[src/rtl/sb_tx_framer_if.sv]
// Handshake bundle between the sideband TX framer, its message encoders and the SB serializer.
// A message or word moves only on a cycle where valid && ready; valid and payload hold until then.
interface sb_tx_framer_if;
    logic        msg_valid;
    logic        msg_ready;
    logic [63:0] msg_header;
    logic [63:0] msg_data;
    logic        ser_valid;
    logic        ser_ready;
    logic [63:0] ser_data;

    modport master (
        output msg_valid, msg_header, msg_data, ser_ready,
        input  msg_ready, ser_valid, ser_data
    );

    modport slave (
        input  msg_valid, msg_header, msg_data, ser_ready,
        output msg_ready, ser_valid, ser_data
    );
endinterface

[src/rtl/sb_tx_framer.sv]
// Sideband TX framer: start/training pattern, CP/DP insertion, header/data framing and idle gap.
// Optional SB_TX_PARITY_INJECT_EN adds i_inject_cp_err / i_inject_dp_err for RX parity-error tests.
module sb_tx_framer #(
    parameter int MIN_PATTERN_REPS = 4,
    parameter int POST_DETECT_REPS = 4,
    parameter int GAP_CYCLES       = 2
) (
    input  logic                 i_clk,
    input  logic                 i_rst_n,
    input  logic                 i_flush,
    input  logic                 i_start_pattern,
    input  logic                 i_rx_pattern_detected,
    output logic                 o_pattern_done,
`ifdef SB_TX_PARITY_INJECT_EN
    input  logic                 i_inject_cp_err,
    input  logic                 i_inject_dp_err,
`endif
    sb_tx_framer_if.slave        bus,
    output logic                 o_msg_sent,
    output logic                 o_busy,
    output logic [2:0]           o_dbg_state
);

    typedef enum logic [2:0] {
        S_IDLE    = 3'd0,
        S_PATTERN = 3'd1,
        S_READY   = 3'd2,
        S_HEADER  = 3'd3,
        S_DATA    = 3'd4,
        S_GAP     = 3'd5
    } state_t;

    localparam logic [63:0] PATTERN_WORD = 64'hAAAA_AAAA_AAAA_AAAA;
    localparam logic [3:0]  MIN_REPS     = 4'(MIN_PATTERN_REPS);
    localparam logic [3:0]  POST_REPS    = 4'(POST_DETECT_REPS);
    localparam logic [3:0]  GAP_LAST     = 4'(GAP_CYCLES - 1);

    state_t      state_q, state_d;
    logic [3:0]  rep_cnt_q, rep_cnt_d;
    logic [3:0]  post_cnt_q, post_cnt_d;
    logic [3:0]  gap_cnt_q, gap_cnt_d;
    logic        det_q, det_d;
    logic [63:0] hdr_q, hdr_d;
    logic [63:0] data_q, data_d;
    logic        has_data_q, has_data_d;
    logic        pattern_done_q, pattern_done_d;

    logic xfer, has_data_in, cp, dp, inj_cp, inj_dp;
    logic unused_hdr_bits;

`ifdef SB_TX_PARITY_INJECT_EN
    assign inj_cp = i_inject_cp_err;
    assign inj_dp = i_inject_dp_err;
`else
    assign inj_cp = 1'b0;
    assign inj_dp = 1'b0;
`endif

    // Header bits [63:62] are replaced by {DP, CP} so the RX sees even parity.
    assign unused_hdr_bits = ^bus.msg_header[63:62];
    assign xfer        = bus.ser_valid && bus.ser_ready;
    assign has_data_in = (bus.msg_header[4:0] == 5'b11011);
    assign cp          = (^bus.msg_header[61:0]) ^ inj_cp;
    assign dp          = has_data_in & ((^bus.msg_data) ^ inj_dp);

    always_comb begin
        bus.ser_valid = 1'b0;
        bus.ser_data  = '0;
        unique case (state_q)
            S_PATTERN: begin bus.ser_valid = 1'b1; bus.ser_data = PATTERN_WORD; end
            S_HEADER:  begin bus.ser_valid = 1'b1; bus.ser_data = hdr_q;        end
            S_DATA:    begin bus.ser_valid = 1'b1; bus.ser_data = data_q;       end
            default:   ;
        endcase
    end

    assign bus.msg_ready   = (state_q == S_READY);
    assign o_busy          = !((state_q == S_IDLE) || (state_q == S_READY));
    assign o_msg_sent      = xfer && !i_flush &&
                             (((state_q == S_HEADER) && !has_data_q) || (state_q == S_DATA));
    assign o_pattern_done  = pattern_done_q;
    assign o_dbg_state     = state_q;

    always_comb begin
        state_d        = state_q;
        rep_cnt_d      = rep_cnt_q;
        post_cnt_d     = post_cnt_q;
        gap_cnt_d      = gap_cnt_q;
        det_d          = det_q;
        hdr_d          = hdr_q;
        data_d         = data_q;
        has_data_d     = has_data_q;
        pattern_done_d = 1'b0;

        if (i_flush) begin
            state_d    = S_IDLE;
            rep_cnt_d  = '0;
            post_cnt_d = '0;
            gap_cnt_d  = '0;
            det_d      = 1'b0;
        end else begin
            unique case (state_q)
                S_IDLE: begin
                    if (i_start_pattern) begin
                        state_d    = S_PATTERN;
                        rep_cnt_d  = '0;
                        post_cnt_d = '0;
                        det_d      = 1'b0;
                    end else if (bus.msg_valid) begin
                        state_d = S_READY;
                    end
                end
                S_PATTERN: begin
                    if (xfer && (rep_cnt_q != 4'd15)) rep_cnt_d = rep_cnt_q + 4'd1;
                    // The word being accepted this cycle already counts toward the minimum.
                    if (i_rx_pattern_detected && (rep_cnt_d >= MIN_REPS)) det_d = 1'b1;
                    if (xfer && det_q) begin
                        post_cnt_d = post_cnt_q + 4'd1;
                        if (post_cnt_d == POST_REPS) begin
                            state_d        = S_READY;
                            pattern_done_d = 1'b1;
                            rep_cnt_d      = '0;
                            post_cnt_d     = '0;
                            det_d          = 1'b0;
                        end
                    end
                end
                S_READY: begin
                    if (bus.msg_valid) begin
                        hdr_d      = {dp, cp, bus.msg_header[61:0]};
                        data_d     = bus.msg_data;
                        has_data_d = has_data_in;
                        state_d    = S_HEADER;
                    end
                end
                S_HEADER, S_DATA: begin
                    if (xfer) begin
                        gap_cnt_d = '0;
                        if ((state_q == S_HEADER) && has_data_q) state_d = S_DATA;
                        else if (GAP_CYCLES == 0)                 state_d = S_READY;
                        else                                      state_d = S_GAP;
                    end
                end
                S_GAP: begin
                    if (gap_cnt_q == GAP_LAST) begin
                        state_d   = S_READY;
                        gap_cnt_d = '0;
                    end else begin
                        gap_cnt_d = gap_cnt_q + 4'd1;
                    end
                end
                default: state_d = S_IDLE;
            endcase
        end
    end

    always_ff @(posedge i_clk or negedge i_rst_n) begin
        if (!i_rst_n) begin
            state_q        <= S_IDLE;
            rep_cnt_q      <= '0;
            post_cnt_q     <= '0;
            gap_cnt_q      <= '0;
            det_q          <= 1'b0;
            hdr_q          <= '0;
            data_q         <= '0;
            has_data_q     <= 1'b0;
            pattern_done_q <= 1'b0;
        end else begin
            state_q        <= state_d;
            rep_cnt_q      <= rep_cnt_d;
            post_cnt_q     <= post_cnt_d;
            gap_cnt_q      <= gap_cnt_d;
            det_q          <= det_d;
            hdr_q          <= hdr_d;
            data_q         <= data_d;
            has_data_q     <= has_data_d;
            pattern_done_q <= pattern_done_d;
        end
    end

endmodule

[src/flat_wrapper.sv]
// flat-port wrapper written by rule: the top's interface ports become plain ports
module sb_tx_framer_flat 
#(
    parameter int MIN_PATTERN_REPS = 4,
    parameter int POST_DETECT_REPS = 4,
    parameter int GAP_CYCLES       = 2
)
  (i_clk, i_rst_n, i_flush, i_start_pattern, i_rx_pattern_detected, o_pattern_done, o_msg_sent, o_busy, o_dbg_state, bus_msg_valid, bus_msg_header, bus_msg_data, bus_ser_ready, bus_msg_ready, bus_ser_valid, bus_ser_data);
  sb_tx_framer_if bus_i ();
  input  logic i_clk;
  input  logic i_rst_n;
  input  logic i_flush;
  input  logic i_start_pattern;
  input  logic i_rx_pattern_detected;
  output logic o_pattern_done;
  output logic o_msg_sent;
  output logic o_busy;
  output logic [2:0] o_dbg_state;
  input wire logic [$bits(bus_i.msg_valid)-1:0] bus_msg_valid;
  input wire logic [$bits(bus_i.msg_header)-1:0] bus_msg_header;
  input wire logic [$bits(bus_i.msg_data)-1:0] bus_msg_data;
  input wire logic [$bits(bus_i.ser_ready)-1:0] bus_ser_ready;
  output wire logic [$bits(bus_i.msg_ready)-1:0] bus_msg_ready;
  output wire logic [$bits(bus_i.ser_valid)-1:0] bus_ser_valid;
  output wire logic [$bits(bus_i.ser_data)-1:0] bus_ser_data;
  assign bus_i.msg_valid = bus_msg_valid;
  assign bus_i.msg_header = bus_msg_header;
  assign bus_i.msg_data = bus_msg_data;
  assign bus_i.ser_ready = bus_ser_ready;
  assign bus_msg_ready = bus_i.msg_ready;
  assign bus_ser_valid = bus_i.ser_valid;
  assign bus_ser_data = bus_i.ser_data;
  sb_tx_framer #(.MIN_PATTERN_REPS(MIN_PATTERN_REPS), .POST_DETECT_REPS(POST_DETECT_REPS), .GAP_CYCLES(GAP_CYCLES)) u_core (.i_clk(i_clk), .i_rst_n(i_rst_n), .i_flush(i_flush), .i_start_pattern(i_start_pattern), .i_rx_pattern_detected(i_rx_pattern_detected), .o_pattern_done(o_pattern_done), .bus(bus_i), .o_msg_sent(o_msg_sent), .o_busy(o_busy), .o_dbg_state(o_dbg_state));
endmodule
[config.mk]
export PLATFORM = sky130hd
export DESIGN_NAME = sb_tx_framer_flat
export DESIGN_NICKNAME = d
export VERILOG_FILES = /design/src/rtl/sb_tx_framer_if.sv /design/src/rtl/sb_tx_framer.sv /design/src/flat_wrapper.sv
export SDC_FILE = /design/constraint.sdc
export NUM_CORES = 1
export LEC_CHECK = 0
export CORE_MARGIN = 8
export CORE_UTILIZATION = 45
export DETAILED_ROUTE_END_ITERATION = 10
export GPL_ROUTABILITY_DRIVEN = 0
export GPL_TIMING_DRIVEN = 0
export PLACE_DENSITY_LB_ADDON = 0.15
export SYNTH_ARGS = -nofsm -noshare
export SYNTH_HDL_FRONTEND = slang
export SYNTH_SLANG_ARGS = --single-unit
[constraint.sdc]
create_clock -name i_clk -period 2.41 [get_ports i_clk]
set_input_delay 0.482 -clock i_clk [delete_from_list [all_inputs] [get_ports i_clk]]
set_output_delay 0.482 -clock i_clk [all_outputs]
set_load 0.02 [all_outputs]
==> results.yml, run 1 <==
pwr:
  p_total_uw: 12510
  ir_worst_vdd_v: 0.0006027
  power.density_nw_per_um2: 1128
  p_leak_uw: 0.004707
logic_synthesis:
  synth.top_cell.area_share_pct: 47.50
  synth_fp_nets: 815
  synthTopCellsByCount: "dfrtp_1 (146), mux2_2 (129), xnor2_1 (109)"
  synth_edf_count: 0
  synth_warnings: 0
  synth.area.top_cells: "dfrtp_1 (47%), mux2_2 (19%), xnor2_1 (12%)"
  async_flop_share_pct: 100.0
  yosysTopAreaCell: "dfrtp_1"
  ys_seq_area_share_pct: 47.50
  yosys.cell_count.top_type: "dfrtp_1"
  syn_area_per_cell_um2: 11.43
  synth_area_um2: 7692
  ys_types: 42
  synth_ff_type: "dfrtp_1"
  syn-instance-count: 673
  synth_seq_cells: 146
detailed_routing:
  wirelength_mm: 25.29
  detail-route-antenna-nets: 0
  avgViaCountPerCell: 5.350
  drc_errors: 0
  drt_iter0_drc: 321
  vias: 6168
  wl_per_cell_um: 21.93
  drt-pass1-iter-count: 5
timing:
  finalSetupViolCount: 7
  final.min_clock_period_ns: 2.427
  max_freq_mhz: 412.1
  fin_crit_sh_pct: 100.7
  rsz0062_at_grt: "true"
  slew-limit-headroom_pct: 54.40
  slew_violations: 0
  worst_slew_pin_slew_ns: 0.6840
  hold_viol: 0
  fin_ws_ns: -0.01657
  skew_ns: 0.007660
global_route:
  grt_pass1_vias: 6728
  grt_first_pass_wirelength_mm: 37.96
  antenna_found_initial: 1
  overflow: 0
  gr-usage-all-layers_pct: 23.08
  grt_start_max_net_pins: 79
clock_tree:
  clk_latency_ns: 0.42
  htree_levels: 4
  numClockSinks: 146
  cts_buffers: 17
  cts_hold_buf: 0
  clock_path_buffers: 2
  cts_root_buffer: "clkbuf_16"
  path_clk_slew_ns: 0.06
  cts_tree: "built"
outcome:
  violations: "negative setup slack"
  status: "finished with violations"
layout:
  nNetsFinal: 1057
  fin_util_pct: 65.22
  drive_gt1_share_pct: 33.19
  diodes: 0
  syn_to_final_growth_pct: 44.10
placed_design:
  dp_hpwl_mm: 18.08
  port_buffers: 204
setup_path:
  cp-start-kind: "flop"
  r2r_cells: 8
  crit-reg2reg-launch: "u_core.o_dbg_state[1]$_DFFE_PN0P_"
  reg2reg_to: "u_core.data_q[3]$_DFFE_PN0P_"
  cp_max_fo: 10
  crit_path_end_kind: "primary output"
  ff2ff_setup_slack_ns: 0.10
  worstPathRequired_ns: 1.93
  path_class: "flop to primary output"
  arrival_ns: 1.94
floorplan:
  boundaryPins: 207
  die_area_um2: 21530
  fp-row-count: 48
  die_y_um: 146.7
  die_w_um: 146.7
  start_util_pct: 45.26
  coreArea_um2: 17000
min_path:
  hp-class: "input pin to async pin"
run:
  maxCapViolations: 0
==> per-stage QoR <==
stage                     hold slack (ns)  area [um2]  std cells  setup slack [ns]  setup TNS [ns]
final                             0.07151       11080       1153          -0.01657        -0.04388
after floorplan                    0.1864        7692        673            0.2077               0
after detailed placement           0.4908       10040       1103           -0.9821          -58.53
after CTS                         0.09351       10740       1145          -0.05841         -0.1909
after global routing               0.1240       11080       1153          -0.07044          -2.062
after global placement             0.4839       10020       1102            -5.098         -802.76
==> state kept, by name, indices dropped and copies added (netlist names) <==
| register | cells |
|---|---|
| u_core.rep_cnt_q | 4 |
| u_core.det_q | 1 |
| u_core.o_dbg_state | 3 |
| u_core.data_q | 64 |
| u_core.post_cnt_q | 4 |
| u_core.o_pattern_done | 1 |
| u_core.hdr_q | 64 |
| u_core.gap_cnt_q | 4 |
| u_core.has_data_q | 1 |
==> what timing repair did <==
action / in CTS / in global routing
gates cloned: 3 / 3
endpoints found under the setup margin: 67 / 76
gates resized for setup: 363 / 95
setup buffers: 7 / 5
pin swaps: 4 / 19
==> worst max path at each step <==
stage | from | endpoint | slack (ns)
floorplan | u_core.o_dbg_state[2]$_DFFE_PN0P_ | o_msg_sent | 0.21
global placement | i_rst_n | u_core.hdr_q[25]$_DFFE_PN0P_ | -5.10
detailed placement | u_core.o_dbg_state[0]$_DFFE_PN0P_ | bus_ser_data[1] | -0.98
CTS | u_core.o_dbg_state[1]$_DFFE_PN0P_ | o_msg_sent | -0.06
global route | u_core.o_dbg_state[0]$_DFFE_PN0P_ | bus_ser_data[1] | -0.07
finish | u_core.o_dbg_state[0]$_DFFE_PN0P_ | bus_ser_data[4] | -0.02
==> report_power, final <==
group	leakage [uW]	switching, uW	internal (uW)
sequential	0.00178	641	3580
clock	0.000271	1070	1580
combinational	0.00265	2710	2920
==> cell type report <==
class	count	area, um2
Fill cell	1321	5912
Multi-Input combinational cell	484	3940
Sequential cell	146	3656
Timing Repair Buffer	223	2206
Clock buffer	20	456.7
Buffer	35	376.6
Tap cell	225	281.5
Clock inverter	12	132.6
Inverter	8	35.03
==> per-layer routing <==
metal / share of wire, % / global-route usage [%] / wire length (um)
met1: 42 / 28.37 / 10630
met2: 50 / 39.06 / 12700
met3: 5.8 / 5.875 / 1474
met4: 1.7 / 7.110 / 432
met5: 0.20 / 0 / 50
==> placed cells by master, fill, tap and decap left out, types with 3 or more instances in the layout <==
cell	n
dfrtp_1	144
clkdlybuf4s50_1	136
mux2_2	129
xnor2_1	108
nand2_1	65
buf_6	45
o21ai_0	42
a22o_1	33
buf_4	30
clkbuf_16	22
buf_2	22
nor2_1	19
xor2_1	16
nand2_2	12
a21oi_1	8
inv_1	6
nand3_1	6
ha_1	6
clkinvlp_4	6
buf_12	5
clkbuf_4	5
clkbuf_8	4
nor3_1	4
nand3b_1	3
nand4_1	3
==> cell families after synthesis <==
family	after synthesis	synth area share, %
adders and majority gates	7	1.139
xor gates and xnor gates	125	14.23
DFF	146	47.50
and+or+nand+nor	122	6.815
AOI/OAI and AO/OA	99	8.686
muxes	131	19.21
buffers and inverters	43	2.424
==> worst max-delay path, stage by stage (launching register included) <==
cell     delay (ns)
dfrtp_2        0.45
nor3b_4        0.38
buf_8          0.22
buf_12         0.16
a22o_1         0.18
buf_6          0.13
Note: power is estimated with default switching activity, not from simulation.
==> run 2, diff against run 1 <==
CORE_MARGIN = 4   (was 8)
CTS_CLUSTER_SIZE = 14   (was not set)
==> run 2 against run 1 <==
The flow still finishes with violations (negative setup slack). Clock power is essentially flat. Clock-buffer cell count up 1. Sequential share of layout area is 0.34 points higher. Utilization is 0.70 points higher. Non-clock buffer count fell by 2. Worst hold slack worse by 0.030 ns. First-iteration DRC count is 16% lower. Design area decreased by 1.0%. Final cell count is 0.52% lower. Total power decreased by 2.5%. Critical endpoint is now o_msg_sent.
==> results.yml, run 2 (same netlist as run 1, synthesis figures left out) <==
timing:
  fin_ws_ns: -0.006170
  hold_slack_ns: 0.04116
  skew_ns: 0.005351
  slew-limit-headroom_pct: 57.25
  hold_viol: 0
  rsz0062_at_grt: "true"
  fin_crit_sh_pct: 100.3
  slew_violations: 0
  worst_slew_pin_slew_ns: 0.6370
  finalSetupViolCount: 1
  max_freq_mhz: 413.9
  final.min_clock_period_ns: 2.416
layout:
  top_regs: "u_core.data_q x64, u_core.hdr_q x64"
  syn_to_final_growth_pct: 42.62
  nNetsFinal: 1055
  fin_util_pct: 65.92
  drive_gt1_share_pct: 31.46
  fillers: 1284
  final_common_cell: "dfrtp_1"
  final_cell_mix: "dfrtp_1 (144), clkdlybuf4s50_1 (135), mux2_2 (129)"
floorplan:
  die_w_um: 138.7
  die_y_um: 138.7
  coreArea_um2: 16640
  boundaryPins: 207
  start_util_pct: 46.22
  die_area_um2: 19250
  fp-row-count: 47
global_route:
  grt_first_pass_wirelength_mm: 36.51
  overflow: 0
  gr-usage-all-layers_pct: 24.69
  grt_pass1_vias: 6589
  grt_start_max_net_pins: 83
  antenna_found_initial: 2
pwr:
  ir_worst_vdd_v: 0.0006511
  p_leak_uw: 0.004719
  power.density_nw_per_um2: 1111
  p_total_uw: 12190
setup_path:
  cp-start-kind: "flop"
  cp_max_fo: 6
  arrival_ns: 1.93
  crit_path_end_kind: "primary output"
  ff2ff_setup_slack_ns: 0.10
  reg2reg_to: "u_core.data_q[18]$_DFFE_PN0P_"
  crit-reg2reg-launch: "u_core.o_dbg_state[2]$_DFFE_PN0P_"
  worstPathRequired_ns: 1.93
  r2r_cells: 8
  path_class: "flop to primary output"
clock_tree:
  path_clk_slew_ns: 0.06
  cts_root_buffer: "clkbuf_16"
  clk_latency_ns: 0.42
  numClockSinks: 146
  cts_tree: "built"
  htree_levels: 4
  cts_buffers: 17
  clock_path_buffers: 2
placed_design:
  dp_hpwl_mm: 17.46
  port_buffers: 204
  pre_cts_slack_ns: -1.019
detailed_routing:
  wirelength_mm: 24.30
  vias: 6135
  wl_per_cell_um: 21.19
  avgViaCountPerCell: 5.349
  drc_errors: 0
  detail-route-antenna-nets: 0
  drt_iter0_drc: 270
  drt-pass1-iter-count: 5
outcome:
  violations: "negative setup slack"
  status: "finished with violations"
min_path:
  hp-class: "input pin to async pin"
run:
  maxCapViolations: 0
==> run 2: changes by cell type in the layout (fill, tap and decap cells not counted), sizes merged <==
cell and change:
buf -8, clkbuf +5, clkdlybuf4s15 +2, clkinvlp -2, diode +2, bufinv +1, clkdlybuf4s50 -1, dlymetal6s2s +1
inv -1
==> run 2: per-layer routing <==
metal	track usage (%)	routed length, um
met1	31.81	10240
met2	40.72	11740
met3	6.483	1757
met4	8.290	570
met5	0	0
==> run 2: what timing repair did <==
item	4_1_cts	5_1_grt
cloned	4	1
setup buffers	8	3
gates resized for setup	325	77
pin swaps	5	17
hold buffers	0	0
endpoints found under the setup margin	70	68
==> run 2: worst max path at each step <==
stage / from / to / slack, ns / cells after the start
after global placement: i_rst_n / u_core.gap_cnt_q[2]$_DFFE_PN0P_ / -5.03 / 1
after floorplan: u_core.o_dbg_state[2]$_DFFE_PN0P_ / o_msg_sent / 0.21 / 5
after CTS: u_core.o_dbg_state[1]$_DFFE_PN0P_ / bus_ser_data[38] / -0.08 / 5
after detailed placement: u_core.o_dbg_state[0]$_DFFE_PN0P_ / bus_ser_data[24] / -1.02 / 5
after global routing: u_core.o_dbg_state[0]$_DFFE_PN0P_ / o_msg_sent / -0.05 / 6
final: u_core.o_dbg_state[0]$_DFFE_PN0P_ / o_msg_sent / -0.006 / 6
==> run 2: area by class of cell <==
type / count / area, um2 / share of cell area [%]
plain buffers: 35 / 359.1 / 3.273
flip-flops and latches: 146 / 3656 / 33.33
diodes: 2 / 5.005 / 0.04562
well taps: 220 / 275.3 / 2.509
repair buffers: 221 / 2142 / 19.53
clock buffers: 21 / 450.4 / 4.106
multi-input cells: 484 / 3910 / 35.64
clock inverters: 10 / 135.1 / 1.232
inverters: 8 / 37.54 / 0.3422
==> run 2: worst max-delay path, stage by stage (launching register included) <==
cell	delay [ns]
dfrtp_2	0.47
nor3b_4	0.29
buf_4	0.19
or2_4	0.15
nand2_4	0.07
nor3_4	0.18
buf_4	0.16
==> run 2: metrics by stage <==
stage / TNS [ns] / instance area (um2) / cells
final: -0.006170 / 10970 / 1147
after global routing: -0.4186 / 10970 / 1147
after CTS: -0.2954 / 10790 / 1141
after detailed placement: -61.36 / 10040 / 1098
after global placement: -794.25 / 10010 / 1097
after floorplan: 0 / 7692 / 673
==> run 2: power breakdown <==
| part | internal (uW) | total, uW | switching (uW) | leakage [uW] |
|---|---|---|---|---|
| sequential | 3580 | 4210 | 632 | 0.00178 |
| clock | 1640 | 2670 | 1030 | 0.000275 |
| combinational | 2700 | 5310 | 2600 | 0.00266 |
